File: src/rtl/fg_waveform_analyzer.sv
`default_nettype none
// +--------------------------------------------------------------------------+
// | Module : fg_waveform_analyzer                                            |
// | Brief  : Measures period, on/rise/fall time, peak and edge steps of a    |
// |          strobed unsigned waveform; publishes one set per period.        |
// | Rev    : 1.0 - initial release                                           |
// +--------------------------------------------------------------------------+
module fg_waveform_analyzer #(
  parameter int COUNTER_BITWIDTH  = 32,
  parameter int WAVEFORM_BITWIDTH = 16
) (
  input  logic                         clk_i,
  input  logic                         rst_i,
  input  logic                         enable_i,
  input  logic                         strb_data_valid_i,
  input  logic [WAVEFORM_BITWIDTH-1:0] data_i,
  input  logic [COUNTER_BITWIDTH-1:0]  timeout_i,
  output logic [COUNTER_BITWIDTH-1:0]  period_o,
  output logic [COUNTER_BITWIDTH-1:0]  on_time_o,
  output logic [COUNTER_BITWIDTH-1:0]  rise_time_o,
  output logic [COUNTER_BITWIDTH-1:0]  fall_time_o,
  output logic [WAVEFORM_BITWIDTH-1:0] peak_o,
  output logic [WAVEFORM_BITWIDTH-1:0] k_rise_o,
  output logic [WAVEFORM_BITWIDTH-1:0] k_fall_o,
  output logic                         strb_meas_valid_o,
  output logic                         timeout_o
);

  typedef enum logic [2:0] {
    ST_SYNC  = 3'd0,
    ST_ARMED = 3'd1,
    ST_RISE  = 3'd2,
    ST_HIGH  = 3'd3,
    ST_FALL  = 3'd4,
    ST_LOW   = 3'd5
  } state_t;

  localparam logic [COUNTER_BITWIDTH-1:0] c_idx_max = '1;

  state_t                       r_state, w_state_nxt;
  logic [COUNTER_BITWIDTH-1:0]  r_idx, w_idx_nxt, w_idx_inc;
  logic [WAVEFORM_BITWIDTH-1:0] r_prev, w_prev_nxt;
  logic [COUNTER_BITWIDTH-1:0]  r_cap_rise, w_cap_rise_nxt;
  logic [COUNTER_BITWIDTH-1:0]  r_cap_on, w_cap_on_nxt;
  logic [COUNTER_BITWIDTH-1:0]  r_cap_fall, w_cap_fall_nxt;
  logic [WAVEFORM_BITWIDTH-1:0] r_cap_peak, w_cap_peak_nxt;
  logic [WAVEFORM_BITWIDTH-1:0] r_cap_k_rise, w_cap_k_rise_nxt;
  logic [WAVEFORM_BITWIDTH-1:0] r_cap_k_fall, w_cap_k_fall_nxt;
  logic                         w_publish, w_timeout_set, w_rise_start;

  logic [COUNTER_BITWIDTH-1:0]  r_period, r_on_time, r_rise_time, r_fall_time;
  logic [WAVEFORM_BITWIDTH-1:0] r_peak, r_k_rise, r_k_fall;
  logic                         r_meas_valid, r_timeout;

  // Index of the sample currently being accepted; saturates instead of wrapping.
  assign w_idx_inc = (r_idx == c_idx_max) ? r_idx : r_idx + 1'b1;

  always_comb begin
    w_state_nxt      = r_state;
    w_idx_nxt        = r_idx;
    w_prev_nxt       = r_prev;
    w_cap_rise_nxt   = r_cap_rise;
    w_cap_on_nxt     = r_cap_on;
    w_cap_fall_nxt   = r_cap_fall;
    w_cap_peak_nxt   = r_cap_peak;
    w_cap_k_rise_nxt = r_cap_k_rise;
    w_cap_k_fall_nxt = r_cap_k_fall;
    w_publish        = 1'b0;
    w_timeout_set    = 1'b0;
    w_rise_start     = 1'b0;

    if (!enable_i) begin
      w_state_nxt = ST_SYNC;
      w_idx_nxt   = '0;
    end else if (strb_data_valid_i) begin
      w_prev_nxt = data_i;
      w_idx_nxt  = w_idx_inc;
      if (data_i > r_cap_peak) w_cap_peak_nxt = data_i;

      if ((r_state != ST_SYNC) && (r_state != ST_ARMED) && (w_idx_inc >= timeout_i)) begin
        w_timeout_set    = 1'b1;
        w_state_nxt      = ST_SYNC;
        w_cap_rise_nxt   = '0;
        w_cap_on_nxt     = '0;
        w_cap_fall_nxt   = '0;
        w_cap_peak_nxt   = '0;
        w_cap_k_rise_nxt = '0;
        w_cap_k_fall_nxt = '0;
      end else begin
        case (r_state)
          ST_SYNC: if (data_i == '0) w_state_nxt = ST_ARMED;
          ST_ARMED: if ((data_i != '0) && (r_prev == '0)) w_rise_start = 1'b1;
          ST_RISE: begin
            if (data_i == r_prev) begin
              w_state_nxt    = ST_HIGH;
              w_cap_rise_nxt = w_idx_inc;
            end else if (data_i < r_prev) begin
              w_state_nxt      = ST_FALL;
              w_cap_rise_nxt   = w_idx_inc;
              w_cap_on_nxt     = w_idx_inc;
              w_cap_k_fall_nxt = r_prev - data_i;
            end
          end
          ST_HIGH: begin
            if (data_i < r_prev) begin
              w_state_nxt      = ST_FALL;
              w_cap_on_nxt     = w_idx_inc;
              w_cap_k_fall_nxt = r_prev - data_i;
            end else if (data_i > r_prev) begin
              w_state_nxt = ST_RISE;
            end
          end
          ST_FALL: begin
            if (data_i == '0) begin
              w_state_nxt    = ST_LOW;
              w_cap_fall_nxt = w_idx_inc - r_cap_on;
            end else if (data_i > r_prev) begin
              w_cap_fall_nxt = w_idx_inc - r_cap_on;
              w_publish      = 1'b1;
              w_rise_start   = 1'b1;
            end
          end
          ST_LOW: begin
            if (data_i != '0) begin
              w_publish    = 1'b1;
              w_rise_start = 1'b1;
            end
          end
          default: w_state_nxt = ST_SYNC;
        endcase
      end

      // The terminating sample of one period is the first sample of the next.
      if (w_rise_start) begin
        w_state_nxt      = ST_RISE;
        w_idx_nxt        = '0;
        w_cap_k_rise_nxt = data_i - r_prev;
        w_cap_peak_nxt   = data_i;
      end
    end
  end

  always_ff @(posedge clk_i) begin
    if (rst_i) begin
      r_state      <= ST_SYNC;
      r_idx        <= '0;
      r_prev       <= '0;
      r_cap_rise   <= '0;
      r_cap_on     <= '0;
      r_cap_fall   <= '0;
      r_cap_peak   <= '0;
      r_cap_k_rise <= '0;
      r_cap_k_fall <= '0;
      r_period     <= '0;
      r_on_time    <= '0;
      r_rise_time  <= '0;
      r_fall_time  <= '0;
      r_peak       <= '0;
      r_k_rise     <= '0;
      r_k_fall     <= '0;
      r_meas_valid <= 1'b0;
      r_timeout    <= 1'b0;
    end else begin
      r_state      <= w_state_nxt;
      r_idx        <= w_idx_nxt;
      r_prev       <= w_prev_nxt;
      r_cap_rise   <= w_cap_rise_nxt;
      r_cap_on     <= w_cap_on_nxt;
      r_cap_fall   <= w_cap_fall_nxt;
      r_cap_peak   <= w_cap_peak_nxt;
      r_cap_k_rise <= w_cap_k_rise_nxt;
      r_cap_k_fall <= w_cap_k_fall_nxt;
      r_meas_valid <= w_publish;
      if (w_publish) begin
        r_period    <= w_idx_inc;
        r_on_time   <= r_cap_on;
        r_rise_time <= r_cap_rise;
        r_fall_time <= w_cap_fall_nxt;
        r_peak      <= r_cap_peak;
        r_k_rise    <= r_cap_k_rise;
        r_k_fall    <= r_cap_k_fall;
      end
      if (!enable_i)          r_timeout <= 1'b0;
      else if (w_timeout_set) r_timeout <= 1'b1;
    end
  end

  assign period_o          = r_period;
  assign on_time_o         = r_on_time;
  assign rise_time_o       = r_rise_time;
  assign fall_time_o       = r_fall_time;
  assign peak_o            = r_peak;
  assign k_rise_o          = r_k_rise;
  assign k_fall_o          = r_k_fall;
  assign strb_meas_valid_o = r_meas_valid;
  assign timeout_o         = r_timeout;

endmodule
`default_nettype wire
File: config.mk
export PLATFORM = sky130hd
export DESIGN_NAME = fg_waveform_analyzer
export DESIGN_NICKNAME = d
export VERILOG_FILES = /design/src/rtl/fg_waveform_analyzer.sv
export SDC_FILE = /design/constraint.sdc
export NUM_CORES = 1
export LEC_CHECK = 0
export CORE_MARGIN = 3
export CORE_UTILIZATION = 51
export CTS_CLUSTER_SIZE = 20
export DETAILED_ROUTE_END_ITERATION = 8
export PLACE_DENSITY = 0.76
export SYNTH_ARGS = -nofsm -noshare
export SYNTH_HDL_FRONTEND = slang
export SYNTH_SLANG_ARGS = --single-unit
File: constraint.sdc
create_clock -name clk_i -period 4.2 [get_ports clk_i]
set_input_delay 0.84 -clock clk_i [delete_from_list [all_inputs] [get_ports clk_i]]
set_output_delay 0.84 -clock clk_i [all_outputs]
set_load 0.005 [all_outputs]
# After elaboration in Yosys (flattened, before gate mapping)
# Cells that the tools add are included.
totals:
  register_bits: 373
  input_bits: 52
  output_inout_bits: 178
  elab_cells: 111
op_classes:
  add_sub_neg: 4
  magnitude_cmp: 4
  n_eq_ne: 14
  muxes: 49
  bitwise: 1
  n_reduce_logical: 21
ops:
  columns: ["op", "count"]
  rows:
  - ["2-to-1 mux 32 bit", 15]
  - ["2-to-1 mux 16 bit", 8]
  - ["case mux 32 bit (2 select lines)", 1]
  - ["adder 32 x 1 -> 32 bit (second input constant)", 1]
  - ["== test 32 bit (second input constant)", 1]
  - ["greater-or-equal comparator 32 bit", 1]
  - ["greater-than comparator 16 bit", 2]
  - ["zero test 16 bit", 2]
  - ["case mux 16 bit (2 select lines)", 1]
  - ["subtractor 16 bit", 2]
  - ["subtractor 32 bit", 1]
  - ["2-to-1 mux 3 bit", 8]
  - ["== test 16 bit", 1]
  - ["less-than comparator 16 bit", 1]
  - ["nonzero test 16 bit", 1]
  - ["case mux 3 bit (5 select lines)", 1]
  - ["2-to-1 mux 1 bit", 13]
  - ["nonzero test 3 bit", 4]
  - ["!= test 5 bit (second input constant)", 2]
  - ["!= test 4 bit (second input constant)", 2]
  - ["AND reduction 4 bit", 2]
  - ["== test 3 x 2 -> 1 bit (second input constant)", 2]
  - ["== test 3 bit (second input constant)", 2]
  - ["!= test 3 x 1 -> 1 bit (second input constant)", 2]
  - ["12 further kinds", 17]

# Depth between registers and ports, before layout
# Gate-level depths: netlist (run 1).
depth:
  word_depth: 9
  depth_mapped: 22
  depth_no_buf: 18

# Least setup slack after synthesis (run 1)
# OpenSTA, ideal clock, no wires.
synth_timing:
  path_type: "reg2reg"
  startpoint: "reg r_idx[0]"
  endpoint: "reg r_period[15], in the netlist period_o[15]"
  setup_ns: 0.132
  arrival_ns: 4.260
  required_ns: 4.068
  path_slack_ns: -0.192
  stages_incl_launch_ff: 21
  path_buffers: 3
  synth_period_minus_slack_ns: 4.392
  path_cell_list: "dfxtp_1 -> ha_1 -> nand2_1 -> or3_1 -> o311a_1 -> nand2_2 -> nor2_2 -> and3_1 -> xor2_1 -> ha_1 -> o21ai_0 -> o21bai_1 -> a211oi_1 -> o31a_1 -> o21ai_1 -> or4_1 -> buf_2 -> buf_2 -> buf_2 -> nor2_1 -> nor3_1"
synth_between:
  elab_chain_cells: 7
  elab_cells_between_ends: 8
  cone_classes: "add/sub (1); order compare (1); eq/ne (1); mux (4); reduce/logical (1)"
synth_lines:
  columns: ["element", "line", "rtl"]
  rows:
  - ["from (decl)", "41", "logic [COUNTER_BITWIDTH-1:0] r_idx, w_idx_nxt, w_idx_inc;"]
  - ["from (signal assigned)", "165", "r_idx <= w_idx_nxt;"]
  - ["adder 32 x 1 -> 32 bit / == test 32 bit (equally long branches)", "56", "assign w_idx_inc = (r_idx == c_idx_max) ? r_idx : r_idx + 1'b1;"]
  - ["2-to-1 mux 32 bit (*)", "56", null]
  - ["via w_idx_inc[18]", "41", null]
  - ["greater-or-equal comparator 32 bit (*)", "80", "if ((r_state != ST_SYNC) && (r_state != ST_ARMED) && (w_idx_inc >= timeout_i)) begin"]
  - ["logical AND 1 bit (*)", "80", null]
  - ["2-to-1 mux 1 bit (*)", "80", null]
  - ["2-to-1 mux 1 bit (*)", "75", "end else if (strb_data_valid_i) begin"]
  - ["2-to-1 mux 1 bit (*)", "72", "if (!enable_i) begin"]
  - ["to (signal assigned)", "175", "r_period <= w_idx_inc;"]
  - ["to (decl)", "51", "logic [COUNTER_BITWIDTH-1:0] r_period, r_on_time, r_rise_time, r_fall_time;"]
# The timed path passes the listed nets; every way through them passes the cells marked *.
# A chain may end at the register's enable or synchronous reset.

# Worst setup path after layout (run 1)
layout_timing:
  startpoint: "reg r_idx[24]"
  endpoint: "reg r_k_rise[0], in the netlist k_rise_o[0]"
layout_between:
  elab_chain_cells: 7
  elab_cells_between_ends: 8
  cone_classes: "add/sub (1); order compare (1); eq/ne (1); mux (4); reduce/logical (1)"
layout_lines:
  columns: ["element", "line", "rtl"]
  rows:
  - ["== test 32 bit", "56", null]
  - ["2-to-1 mux 32 bit", "56", null]
  - ["via w_idx_inc[1]", "41", null]
  - ["greater-or-equal comparator 32 bit", "80", null]
  - ["logical AND 1 bit", "80", null]
  - ["2-to-1 mux 1 bit", "80", null]
  - ["2-to-1 mux 1 bit", "75", null]
  - ["2-to-1 mux 1 bit", "72", null]
  - ["to (signal assigned)", "180", "r_k_rise <= r_cap_k_rise;"]
  - ["to (decl)", "52", "logic [WAVEFORM_BITWIDTH-1:0] r_peak, r_k_rise, r_k_fall;"]
# The timed path passes the listed nets, and every way through them passes these cells.

==> results of run 1 <==
## cell families (layout without fill, tap and decap cells)
| logic type | count (synthesis) | count (layout) | share of synthesized area, % |
|---|---|---|---|
| mux | 3 | 3 | 0.1737 |
| compound gates | 588 | 588 | 20.43 |
| xor+xnor | 83 | 83 | 4.078 |
| flops | 373 | 373 | 41.46 |
| simple gates | 803 | 803 | 19.83 |
| fa+ha+maj | 114 | 114 | 8.044 |
| buf+inv | 266 | 677 | 5.981 |
## critical path, cell delays in order (launching register included)
cell and delay, ns:
dfxtp_2 0.34, nand2_2 0.06, or4_4 0.58, or3_4 0.41, buf_6 0.14, mux2_4 0.35, ha_4 0.17, a211o_1 0.25
a31oi_1 0.21, o21ai_1 0.13, a21oi_2 0.16, buf_6 0.14, o21ai_4 0.07, or4_4 0.52, buf_12 0.21, buf_16 0.18
nand2_1 0.08, a21oi_1 0.06
## final timing paths
path / cells after the start / from / to
worst max-delay path: 17 / r_idx[24] / k_rise_o[0]
worst min-delay path: 2 / r_cap_rise[27] / rise_time_o[27]
worst max register to register: 17 / r_idx[24] / k_rise_o[0]
worst min register to register: 2 / r_cap_rise[27] / rise_time_o[27]
## power by group
| group | internal [uW] | switching (uW) |
|---|---|---|
| Sequential | 3550 | 15.4 |
| Combinational | 238 | 341 |
| Clock | 2210 | 1480 |
| Total | 6000 | 1840 |
## through the flow
stage | std cells | TNS, ns
finish | 3096 | -0.09852
global route | 3096 | -6.146
CTS | 3064 | 0
detailed placement | 2983 | -24.66
global placement | 2983 | -1.313
floorplan | 2230 | 0
## Yosys cell counts (4+ instances only)
cell type  number  area, um^2
and3_1         11       68.82
a31oi_1        11       68.82
a21o_1         23       172.7
o21ai_1         8       40.04
a21oi_1       248        1241
nand3b_1        7       52.55
xor2_1         26       227.7
ha_1          111        1389
and4_1         10       87.58
nor3_1         55       275.3
buf_4           4       30.03
nor2b_1        22       137.6
clkbuf_1       82       307.8
o21ai_0        77       385.4
and2_1          9       56.30
a22o_1         17       148.9
a22oi_1       119       893.4
o21a_1         14       105.1
nand2b_1       25       156.4
inv_1         129       484.2
o41ai_1         4       35.03
or3_1           7       43.79
dfxtp_1       373        7467
nand4_1        22       137.6
buf_1           5       18.77
a2bb2oi_1       4       35.03
buf_2          45       225.2
nand3_1        40       200.2
nor4_1         12       75.07
nor2_1        249       934.7
a211oi_1        9       67.56
o21bai_1        9       67.56
nand2_1       318        1194
xnor2_1        56       490.5
## final cells by class
| type | count | area, um^2 | share of cell area, % |
|---|---|---|---|
| Clock buffer | 55 | 1137 | 4.561 |
| Clock inverter | 17 | 232.7 | 0.9334 |
| Inverter | 129 | 484.2 | 1.942 |
| Multi-Input combinational cell | 1591 | 10340 | 41.47 |
| Sequential cell | 373 | 7476 | 29.98 |
| Tap cell | 455 | 569.3 | 2.283 |
| Timing Repair Buffer | 476 | 4693 | 18.82 |
## routing by layer
layer / share of wire [%] / track usage [%]
met5: 0 / 0
met4: 3.6 / 9.362
met3: 7.4 / 3.979
met2: 44 / 44.82
met1: 45 / 42.83
## sequential cells by signal (all words and copies together), names as in the netlist
signal	count
r_state	3
strb_meas_valid_o	1
r_prev	16
period_o	32
r_cap_on	32
r_idx	32
peak_o	16
k_fall_o	16
on_time_o	32
r_cap_k_fall	16
rise_time_o	32
k_rise_o	16
fall_time_o	32
r_cap_peak	16
r_cap_k_rise	16
r_cap_fall	32
timeout_o	1
r_cap_rise	32
## what timing repair did
action,4_1_cts,5_1_grt
cloned,3,14
endpoints found under the setup margin,325,341
buffers inserted,6,19
pin swaps,10,63
resized for setup,33,158
==> results.yml, run 1 <==
detailed_routing:
  wirelength_um: 60840
  wire_per_inst_um: 19.65
  vias_per_cell: 5.750
  drt_iter0_drc: 1667
  ant_nets: 0
  drc_errors: 0
  dr.pass1.iters: 6
  vias: 17802
timing:
  hold_violations: 0
  setup_violations: 16
  relSlewSlack_pct: 50.12
  rsz0062_at_grt: "true"
  whs_ns: 0.4455
  min_period_ns: 4.221
  post-route-period-util_pct: 100.5
  finalMaxSlewViolations: 0
  finalWorstSetupSlack_ns: -0.02089
  tightest_slew_ns: 0.7482
  skew_ns: 0.02550
  fmax_mhz: 236.9
job:
  drv_cap: 0
clock_tree:
  cts_buffers: 39
  cts_htree_levels: 2
  clockBufferDepth: 3
  root_buffer: "clkbuf_16"
  hold_buffers: 0
  cts.sinks: 373
  clk_pin_slew_ns: 0.07
  tritoncts: "yes"
  clkLatencyLatePin_ns: 0.56
finish:
  area_growth_pct: 38.44
  final_area_um2: 24930
  fin_util_pct: 71.83
  layout_commonest_cell: "dfxtp_1"
  mostFrequentLayoutCells: "dfxtp_1 (366), nand2_1 (292), a21oi_1 (238)"
  diodes: 0
  fin_nets: 2776
  n_fill_cell: 2673
  layout-drive-gt1-share_pct: 18.33
synth:
  synth_enable_flop_cells: 0
  yosys_register_bits: 373
  yosysWarnings: 0
  ys_types: 75
  yosysSeqAreaShare_pct: 41.46
  postSynthCellCount: 2230
  synth_area_per_cell_um2: 8.077
  syn_area_um2: 18010
  syn-num-nets: 2396
  async_flop_share_pct: 0
  ys.flop_type: "dfxtp_1"
power_and_ir_drop:
  ir_drop_uv: 338.9
  p_total_uw: 7837
  leakage_uw: 0.009809
  p_per_area_nw_per_um2: 314.3
worst_setup_path:
  cp.arrival_ns: 4.62
  cp_max_fo: 16
  crit_path_end_kind: "flip-flop"
  worst_ep_required_time_ns: 4.60
  r2r_slack_ns: -0.02
  critical_path_class: "reg2reg"
  cp-start-kind: "flip-flop"
global_route:
  overflow: 0
  grt_antenna_before_repair: 0
  grt_max_degree: 140
  grt_use_total_pct: 29.24
  grt_pass1_vias: 16313
  grt_pass1_wl_um: 90160
placed_design:
  place_area_um2: 22140
  port-buffer-count: 229
  dp_hpwl_um: 41930
  routabilityCongestion: 0.9405
  place_ws_ns: -0.2271
floorplanning:
  die_h_um: 193.9
  start_util_pct: 51.89
  coreArea_um2: 34710
  pin_count: 230
  die_area_um2: 37610
  dieWidth_um: 193.9
  rows: 68
hold_path:
  hp-class: "reg2reg"
status:
  outcome: "finished with violations"
  failed_checks: "negative setup slack"
(Power assumes the default switching activity.)
==> run 2: changes to the inputs <==
CORE_UTILIZATION = 60   (was 51)
PLACE_DENSITY = 0.85   (was 0.76)
clock period = 4.95 ns   (was 4.2 ns; I/O delays follow)
==> run 2 against run 1 <==
Compared with the run above:
- the flow now finishes without violations
- cell count is 7.5% lower
- clock skew fell by 0.0014 ns
- sequential cell count is the same
- critical path depth is 3 higher
- global-route usage increased by 4.6 points
- register-to-register slack improved by 0.23 ns
- highest routed layer unchanged
- clock power fell by 21%
- sequential share of layout area up 3.4 points
- sequential power shrank 15%
- design area is 10% lower
==> results.yml, run 2 (synthesized netlist as in run 1, its figures left out) <==
status:
  outcome: "complete, no violations"
detailed_routing:
  vias_per_cell: 6.049
  wirelength_um: 56670
  vias: 17325
  dr.pass1.iters: 6
  wire_per_inst_um: 19.79
  drt_iter0_drc: 2011
  ant_nets: 0
  drc_errors: 0
finish:
  final_cells: 2864
  layout-drive-gt1-share_pct: 7.385
  layout_commonest_cell: "dfxtp_1"
  mostFrequentLayoutCells: "dfxtp_1 (372), nand2_1 (317), nor2_1 (246)"
  final_area_um2: 22360
  fin_nets: 2618
  area_growth_pct: 24.13
  fin_util_pct: 76.65
  n_fill_cell: 2135
clock_tree:
  cts.sinks: 373
  root_buffer: "clkbuf_16"
  clockBufferDepth: 3
  cts_htree_levels: 2
  cts_buffers: 38
  tritoncts: "yes"
  clk_pin_slew_ns: 0.07
  clkLatencyLatePin_ns: 0.54
  hold_buffers: 0
placed_design:
  routabilityCongestion: 1.008
  port-buffer-count: 229
  place_area_um2: 21020
  placed_cells: 2794
  dp_hpwl_um: 40600
job:
  drv_cap: 0
timing:
  min_period_ns: 4.737
  setup_tns_ns: 0
  relSlewSlack_pct: 24.79
  fmax_mhz: 211.1
  setup_violations: 0
  hold_violations: 0
  skew_ns: 0.02414
  rsz0062_at_grt: "false"
  finalMaxSlewViolations: 0
  tightest_slew_ns: 1.127
  post-route-period-util_pct: 95.69
global_route:
  grt_pass1_wl_um: 86880
  grt_pass1_vias: 16242
  grt_antenna_before_repair: 2
  overflow: 0
  grt_max_degree: 119
  grt_use_total_pct: 33.87
worst_setup_path:
  crit_chain: "and4_1, nand2_1, nor2_2, nand2_2, nor2_2, nand3_1, xnor2_1, ha_1, nand3_1, o22ai_1, o21ai_0, o31a_1, o22ai_2, nand2b_1, buf_4, nor4_4, buf_12, buf_4, a22oi_1, nor2_1"
  crit_path_end_kind: "flip-flop"
  critical_path_class: "reg2reg"
  r2r-start: "r_idx[3]"
  crit_start: "r_idx[3]"
  slowest_stage: "dfxtp_1"
  cp.arrival_ns: 5.19
  cp-start-kind: "flip-flop"
  worst_ep_required_time_ns: 5.40
  worst-path-buf-inv: 3
  max_stage_delay_ns: 0.46
  cp_max_fo: 17
  crit_family: "simple AND/OR/NAND/NOR gates"
power_and_ir_drop:
  p_per_area_nw_per_um2: 286.0
  leakage_uw: 0.008572
  p_total_uw: 6393
  ir_drop_uv: 326.7
floorplanning:
  start_util_pct: 61.75
  die_area_um2: 32130
  die_h_um: 179.3
  pin_count: 230
  coreArea_um2: 29170
  rows: 62
  dieWidth_um: 179.3
hold_path:
  min_from: "r_cap_rise[31]"
  hp-class: "reg2reg"
==> run 2: cell types whose count changed in the layout (fill, tap and decap cells not counted), moves of 8 or more <==
| cell | before | now |
|---|---|---|
| nor2_1 | 229 | 246 |
| xnor2_2 | 10 | 2 |
| ha_1 | 101 | 111 |
| buf_4 | 202 | 79 |
| buf_6 | 14 | 0 |
| a22oi_1 | 105 | 119 |
| nor2_2 | 19 | 4 |
| xnor2_1 | 47 | 55 |
| a22oi_2 | 14 | 0 |
| nand2_2 | 22 | 2 |
| nand2_1 | 292 | 317 |
| clkbuf_16 | 50 | 40 |
| ha_4 | 9 | 0 |
==> run 2: cell type report <==
cell class	count	area [um^2]	share of cell area (%)
flip-flops and latches	373	7468	33.41
inverters	129	484.2	2.166
diodes	2	5.005	0.02239
clock inverters	14	171.4	0.7667
multi-input cells	1591	9558	42.75
repair buffers	319	3114	13.93
clock buffers	52	1075	4.807
well taps	384	480.5	2.149
==> run 2: what timing repair did <==
action | 4_1_cts | 5_1_grt
gates resized for setup | 1 | 13
buffers inserted | 0 | 1
setup endpoints to repair | 13 | 257
gates cloned | 0 | 1
pin swaps | 0 | 1
==> run 2: tightest hold or removal path: stages (launching register included) <==
cell,delay [ns]
dfxtp_1,0.31
nand2_1,0.05
a21oi_1,0.05
==> run 2: power by group <==
part / total, uW / switching (uW) / leakage [uW] / internal [uW]
combinational: 459 / 283 / 0.00495 / 176
clock: 2910 / 1220 / 0.000619 / 1690
sequential: 3030 / 13.9 / 0.00301 / 3010
==> run 2: path summary, 6_finish.rpt <==
check	end	slack, ns	cells after the start
max	r_cap_k_fall[14]	0.21	20
min	rise_time_o[31]	0.45	2
max reg2reg	r_cap_k_fall[14]	0.21	20
min reg2reg	rise_time_o[31]	0.45	2
==> run 2: metal layers <==
metal | GRT usage, % | share of wire [%] | vias to the layer above
met5 | 0 | 0 | -
met4 | 11.76 | 3.5 | 0
met3 | 5.125 | 8.2 | 155
met2 | 53.19 | 45 | 818
met1 | 47.58 | 43 | 8228
li1 | - | - | 8124
==> run 2: per-stage QoR <==
step / worst slack (ns) / hold WS, ns
6_report: 0.2134 / 0.4489
4_1_cts: 0.07188 / 0.4472
3_3_place_gp: 0.2639 / 0.4404
3_5_place_dp: 0.05292 / 0.4447
2_1_floorplan: 0.5583 / 0.4315
5_1_grt: 0.005091 / 0.4699
==> run 3: changes to the inputs <==
CAP_MARGIN = 15   (was unset)
==> results of run 3 <==
The final DEF is identical to that of run 2; final timing and power are the same.
